### config.mk
export PLATFORM = sky130hd
export DESIGN_NAME = addsub_seq
export DESIGN_NICKNAME = d
export VERILOG_FILES = /design/src/rtl/addsub_seq.sv
export SDC_FILE = /design/constraint.sdc
export NUM_CORES = 1
export LEC_CHECK = 0
export ABC_AREA = 1
export CAP_MARGIN = 25
export CORE_UTILIZATION = 37
export CTS_BUF_LIST = sky130_fd_sc_hd__clkbuf_16
export CTS_CLUSTER_SIZE = 8
export DETAILED_ROUTE_END_ITERATION = 12
export SYNTH_ARGS = -nofsm -noshare
export SYNTH_HDL_FRONTEND = slang
export SYNTH_SLANG_ARGS = --single-unit
### constraint.sdc
create_clock -name clk -period 4.3 [get_ports clk]
set_input_delay 0.86 -clock clk [delete_from_list [all_inputs] [get_ports clk]]
set_output_delay 0.86 -clock clk [all_outputs]
set_load 0.1 [all_outputs]
### src/rtl/addsub_seq.sv
// addsub_seq: multi-cycle signed/unsigned add/subtract that ripples CHUNK bits per cycle, LSB first,
// with saturation, carry/overflow/zero/negative flags and valid/ready handshakes on both sides.
module addsub_seq #(
   parameter int N     = 16,
   parameter int CHUNK = 4
) (
   input  logic         clk,
   input  logic         rst,
   input  logic         in_valid,
   output logic         in_ready,
   input  logic [N-1:0] a,
   input  logic [N-1:0] b,
   input  logic         cin,
   input  logic         sub,
   input  logic         sign,
   input  logic         sat,
   output logic         out_valid,
   input  logic         out_ready,
   output logic [N-1:0] sum,
   output logic         cout,
   output logic         ovf,
   output logic         zero,
   output logic         neg
);
   localparam int K  = N / CHUNK;
   localparam int IW = K > 1 ? $clog2(K) : 1;
   typedef enum logic [1:0] {IDLE, RUN, DONE} state_t;
   state_t           r_state;
   logic [N-1:0]     r_a, r_b, r_acc, r_sum;
   logic [IW-1:0]    r_idx;
   logic             r_carry, r_sub, r_sign, r_sat;
   logic             r_out_valid, r_cout, r_ovf, r_zero, r_neg;
   logic [CHUNK-1:0] w_as, w_bs;
   logic [CHUNK:0]   w_ss;
   logic [N-1:0]     w_raw, w_sat_val, w_sum;
   logic             w_c, w_ctop, w_cout, w_ovf, w_last;

   assign w_as   = r_a[r_idx*CHUNK +: CHUNK];
   assign w_bs   = r_b[r_idx*CHUNK +: CHUNK];
   assign w_ss   = {1'b0, w_as} + {1'b0, w_bs} + (CHUNK+1)'(r_carry);
   assign w_c    = w_ss[CHUNK];
   // carry into bit N-1 recovered from the top bit of the last slice
   assign w_ctop = w_as[CHUNK-1] ^ w_bs[CHUNK-1] ^ w_ss[CHUNK-1];
   assign w_cout = r_sub ? ~w_c : w_c;
   assign w_ovf  = r_sign ? (w_c ^ w_ctop) : w_cout;
   assign w_last = r_idx == IW'(K-1);

   always_comb begin
      w_raw = r_acc;
      w_raw[N-1 -: CHUNK] = w_ss[CHUNK-1:0];
   end

   assign w_sat_val = r_sign ? (w_raw[N-1] ? {1'b0, {(N-1){1'b1}}} : {1'b1, {(N-1){1'b0}}})
                             : (r_sub ? '0 : '1);
   assign w_sum     = (r_sat && w_ovf) ? w_sat_val : w_raw;

   always_ff @(posedge clk or posedge rst) begin
      if (rst) begin
         r_state     <= IDLE;
         r_a         <= '0;
         r_b         <= '0;
         r_acc       <= '0;
         r_idx       <= '0;
         r_carry     <= 1'b0;
         r_sub       <= 1'b0;
         r_sign      <= 1'b0;
         r_sat       <= 1'b0;
         r_out_valid <= 1'b0;
         r_sum       <= '0;
         r_cout      <= 1'b0;
         r_ovf       <= 1'b0;
         r_zero      <= 1'b0;
         r_neg       <= 1'b0;
      end else if (r_state == IDLE) begin
         if (in_valid) begin
            r_a     <= a;
            r_b     <= sub ? ~b : b;
            r_carry <= sub ? ~cin : cin;
            r_sub   <= sub;
            r_sign  <= sign;
            r_sat   <= sat;
            r_idx   <= '0;
            r_state <= RUN;
         end
      end else if (r_state == RUN) begin
         r_acc[r_idx*CHUNK +: CHUNK] <= w_ss[CHUNK-1:0];
         r_carry <= w_c;
         r_idx   <= w_last ? '0 : r_idx + 1'b1;
         if (w_last) begin
            r_sum       <= w_sum;
            r_cout      <= w_cout;
            r_ovf       <= w_ovf;
            r_zero      <= w_sum == '0;
            r_neg       <= r_sign & w_sum[N-1];
            r_out_valid <= 1'b1;
            r_state     <= DONE;
         end
      end else if (r_state == DONE) begin
         if (out_ready) begin
            r_out_valid <= 1'b0;
            r_state     <= IDLE;
         end
      end else begin
         r_state <= IDLE;
      end
   end

   assign in_ready  = r_state == IDLE;
   assign out_valid = r_out_valid;
   assign sum       = r_sum;
   assign cout      = r_cout;
   assign ovf       = r_ovf;
   assign zero      = r_zero;
   assign neg       = r_neg;
endmodule
Yosys cells after proc, flatten, opt, wreduce, memory -nomap -nowiden:

Index checks and enable logic that the tools add are counted.

* logic and storage cells: 76
* output and inout bits: 22
* input bits: 40
* flip-flop bits (word level): 77

* reduce and logical (&&, ||, !) cells: 12
* multiplexer cells: 26
* equal/unequal tests: 7
* add/sub/neg operators: 4
* bitwise logic cells: 8
* shift-type cells: 4

Operator list (number)
* 16-bit 2-to-1 mux: 5
* 4-bit negator with 34-bit output: 1
* 4-bit by 34-bit variable shift with 16-bit output (first input constant): 1
* 4-bit by 34-bit variable part select with 16-bit output: 1
* 16-bit by 5-bit variable part select with 4-bit output: 2
* 2-bit 2-to-1 mux: 10
* 16-bit bitwise mux: 1
* 16-bit zero test: 1
* 16-bit inverter: 1
* 1-bit 2-to-1 mux: 10
* 2-bit AND reduction: 3
* 3-bit AND reduction: 2
* 2-bit nonzero test: 3
* 4-bit by 4-bit adder with 5-bit output: 1
* 5-bit by 1-bit adder with 5-bit output: 1
* 2-bit equality test (second input constant): 2
* 2-bit inequality test (second input constant): 2
* 4-bit inequality test (second input constant): 1
* 4-bit AND reduction: 1
* 3-bit inequality test (second input constant): 1
* 1-bit inverter: 3
* 1-bit bitwise XOR: 3
* 2-bit by 1-bit adder with 2-bit output (second input constant): 1
* 2-bit by 1-bit equality test with 1-bit output (second input constant): 1
* 3 further kinds: 3

Longest topological paths before layout:

* depth after elaboration: 9
* mapped depth: 17
* depth with buffers taken out: 16

Worst setup path before layout:

Ideal clock, no wire load.

* kind: register -> register
* start point: register r_idx[0]
* end point: register r_sum[0], in the netlist sum[0]
* cell stages (with the launch flop): 16
* path slack: 1.411 ns
* data required time: 4.177 ns
* setup time: 0.123 ns
* data arrival time: 2.767 ns
* clock period less this slack: 2.889 ns
* path buffers: 3
* path through: dfrtp_1 -> clkbuf_1 -> clkbuf_1 -> nor2_1 -> o22ai_1 -> fa_1 -> inv_1 -> fa_1 -> nand3b_1 -> nand2_2 -> nand3_1 -> nand2_1 -> nor2_4 -> a21oi_2 -> buf_6 -> a2bb2oi_2

* longest elaborated chain between the ends: 8
* elaborated cells between the ends (all ways): 16
* those cells by class: 2 x add/sub; 1 x eq/ne; 2 x shift; 5 x mux; 4 x bitwise; 2 x reduce/logical

RTL lines
* start: declaration: line 30 `logic [IW-1:0] r_idx;`
* start signal: assignment: line 88 `r_idx <= w_last ? '0 : r_idx + 1'b1;`
* 16-bit by 5-bit variable part select with 4-bit output, on equally long branches: line 38, 39
* 4-bit by 4-bit adder with 5-bit output: line 40 `assign w_ss = {1'b0, w_as} + {1'b0, w_bs} + (CHUNK+1)'(r_carry);`
* 5-bit by 1-bit adder with 5-bit output: line 40
* 1-bit bitwise XOR / 1-bit inverter (equally long branches): line 43, 44
* 1-bit bitwise XOR / 1-bit 2-to-1 mux (equally long branches): line 45, 44
* 1-bit 2-to-1 mux: line 45 `assign w_ovf = r_sign ? (w_c ^ w_ctop) : w_cout;`
* 1-bit logical AND: line 55 `assign w_sum = (r_sat && w_ovf) ? w_sat_val : w_raw;`
* 16-bit 2-to-1 mux: line 55
* end signal: assignment: line 90 `r_sum <= w_sum;`
* end: declaration: line 29 `logic [N-1:0] r_a, r_b, r_acc, r_sum;`

Several ways; a longest one is shown, not always the timed one.
A chain may end at the register's enable or synchronous reset.

Final worst setup path:

* start point: register r_state[1]
* end point: output port in_ready

* longest elaborated chain between the ends: 1

RTL lines
* start: declaration: line 28 `state_t r_state;`
* start signal: assignment: line 59 `r_state <= IDLE;`
* start signal: assignment: line 83 `r_state <= RUN;`
* start signal: assignment: line 96 `r_state <= DONE;`
* 2-bit zero test: line 108 `assign in_ready = r_state == IDLE;`
* end: declaration: line 10 `output logic in_ready,`

No other way between the ends.

==> impl_metrics.env <==
export IMPL_status="finished clean"
export IMPL_synthFlopType="dfrtp_1"
export IMPL_hold_path_class="reg2reg"
export IMPL_post_cts_buffers=0
export IMPL_end_kind="output port"
export IMPL_wire_per_inst_um=13.3
export IMPL_required_ps=3440
export IMPL_fill_cells=971
export IMPL_synthAdderAreaFrac=0.0379
export IMPL_ios=62
export IMPL_crit_slowest_cell="clkdlybuf4s50_1"
export IMPL_netlist_area_um2=3690
export IMPL_io_buffers=61
export IMPL_critPathTopFamily="buffers and inverters"
export IMPL_drtAntennaViolNets=0
export IMPL_ys_seq_area_frac=0.494
export IMPL_firstDrtPassIters=4
export IMPL_rows=36
export IMPL_cts_htree_levels=3
export IMPL_fp_dieH_um=102
export IMPL_grt_busiest_layer="met2"
export IMPL_die_w_um=102
export IMPL_grt_max_degree=50
export IMPL_postLayoutCoreUtil=0.488
export IMPL_seq_area_um2=1830
export IMPL_muxShareOfSynthArea=0
export IMPL_drc=0
export IMPL_avgSynthCellArea_um2=8.76
export IMPL_crit_fanout=4
export IMPL_period_minus_slack_ps=3200
export IMPL_hpwl_um=6180
export IMPL_ys_warn_count=0
export IMPL_path_buf_inv=1
export IMPL_root_buffer="clkbuf_16"
export IMPL_clkLatencyLatePin_ps=330
export IMPL_grt_remaining_overflow=0
export IMPL_clock_sinks=73
export IMPL_synth_compound_area_frac=0.170
export IMPL_met2_usage=0.284
export IMPL_clkTransAtPathRegs_ps=60
export IMPL_relSlewSlack=0.350
export IMPL_synth_top_family_by_area="simple AND/OR/NAND/NOR gates"
export IMPL_antenna_cells=0
export IMPL_dp_cells=602
export IMPL_slew_violations=0
export IMPL_rsz0062_at_grt="false"
export IMPL_gp_congestion=0.902
export IMPL_worstPathArrival_ps=2340
export IMPL_slowest_delay_ps=1220
export IMPL_syn_to_final_growth_pct=28.6
export IMPL_syn_nets=472
export IMPL_timing_max_cap_violations=0
export IMPL_multiInputGateArea_um2=1660
export IMPL_via_count=2987
export IMPL_globalRouteTotalUtil=0.174
export IMPL_via_per_inst=4.83
export IMPL_synthArstFlopShare=1.00
export IMPL_dieArea_um2=10400
export IMPL_finalHoldViolations=0
export IMPL_finalCritPeriodShare=0.745
export IMPL_synth_simple_area_share=0.195
export IMPL_clock_path_buffers=2
export IMPL_synth_edf_count=0
export IMPL_drt_total_wl_um=8200
export IMPL_grt_pass1_vias=2952
export IMPL_worst_pin_slew_ps=972
export IMPL_initial_core_util=0.380
export IMPL_finalSetupViolations=0
export IMPL_syn_instance_count=422
export IMPL_drt_iter0_drc=100
export IMPL_stdcell_count=618
export IMPL_crit_type="reg2out"
export IMPL_holdWs_ps=481
export IMPL_cp_start_kind="flip-flop"
export IMPL_core_area_um2=9730
export IMPL_fin_skew_ps=6.89
export IMPL_cts_tree="built"
export IMPL_met3_usage=0.0438
export IMPL_grt_pass1_wl_um=14000
export IMPL_cts_hold_buf=0
export IMPL_nets=530
export IMPL_ys_types=34
export IMPL_cts_repair_resized=0
export IMPL_antenna_found_initial=0
export IMPL_ys_ff_latch=73
export IMPL_numCtsBuffers=9
export IMPL_drive_above_1_share=0.0928
export IMPL_crit_chain="nor2_1, clkdlybuf4s50_1"
export IMPL_tns_ps=0
export IMPL_use_met1=0.223
export IMPL_synthXorXnorAreaFrac=0.0450
export IMPL_max_freq_ghz=0.312
kinds of logic after synthesis:
| family | after synthesis |
|---|---|
| and+or+nand+nor | 175 |
| AOI/OAI and AO/OA | 97 |
| DFF | 73 |
| buffers and inverters | 48 |
| xor gates and xnor gates | 19 |
| adders and majority gates | 10 |
synthesized netlist by cell type, drive strengths merged, types with 2 or more instances:
library cell | number | area share
clkbuf | 11 | 0.012
a2bb2oi | 12 | 0.045
buf | 9 | 0.017
a32oi | 2 | 0.0047
a21oi | 5 | 0.0078
nand4 | 2 | 0.0034
o21a | 3 | 0.0061
fa | 2 | 0.011
o21ai | 66 | 0.090
o22ai | 7 | 0.012
xnor2 | 18 | 0.043
ha | 8 | 0.027
nor2 | 25 | 0.029
nand2 | 133 | 0.14
dfrtp | 73 | 0.49
nand3 | 13 | 0.020
inv | 27 | 0.027
metrics by stage:
stage / worst slack [ps] / instance area, um^2
after global placement: 1350 / 4410
after global routing: 844 / 4750
after floorplan: 1410 / 3690
after detailed placement: 1240 / 4410
final: 1100 / 4750
after CTS: 1090 / 4750
cells in the final DEF, fill, tap and decap left out, types with 2 or more instances in the layout:
cell	Yosys	routed
clkinvlp_4	0	2
nor2_2	3	3
nand3_1	11	11
a32oi_1	2	2
clkinv_1	1	2
dfrtp_1	73	73
nand2_2	4	4
xnor2_1	18	18
nand4_1	2	2
fa_1	2	2
clkbuf_16	0	9
ha_1	8	8
o21ai_0	62	62
o22ai_1	7	7
a2bb2oi_2	10	10
buf_4	2	6
o21ai_1	3	3
nor2_1	21	21
a21oi_1	4	4
inv_1	27	26
a2bb2oi_1	2	2
nand3_2	2	2
bufinv_16	0	3
clkdlybuf4s50_1	0	61
o21a_1	3	3
nand2_1	129	129
final timing paths:
check | from | endpoint | slack, ps | depth (start not counted)
min in group asynchronous | rst | r_a[4] | 1030 | 2
hold / removal | out_valid | out_valid | 480 | 2
max in group asynchronous | rst | sum[15] | 2360 | 3
setup reg to reg | r_idx[1] | zero | 1190 | 15
setup / recovery | r_state[1] | in_ready | 1100 | 2
hold reg to reg | out_valid | out_valid | 480 | 2
registers in the layout, summed over array words and instances, names as in the netlist:
| register | cells |
|---|---|
| sum | 16 |
| r_sign | 1 |
| r_idx | 2 |
| neg | 1 |
| r_sat | 1 |
| r_carry | 1 |
| out_valid | 1 |
| r_a | 16 |
| r_b | 16 |
| r_sub | 1 |
| r_acc | 12 |
| zero | 1 |
| cout | 1 |
| r_state | 2 |
| ovf | 1 |
per-layer routing:
layer  part of all wire  vias up
li1                   -     1493
met1               0.47     1398
met2               0.46       81
met3              0.042       15
met4              0.026        0
met5                  0        -
cell type report:
cell class	instances	area share
Clock buffer	9	0.0474
Clock inverter	7	0.0247
Inverter	28	0.0221
Multi-Input combinational cell	301	0.348
Sequential cell	73	0.384
Tap cell	133	0.0350
Timing Repair Buffer	67	0.138
tightest hold or removal path: cells and delay by family (launching register included):
| family | cells | cell delay [ps] |
|---|---|---|
| flip-flops | 1 | 340 |
| AND/OR/NAND/NOR | 2 | 110 |
Power is not shown: default switching activity piles up to over one toggle a cycle in this logic, so the estimate is an artifact.
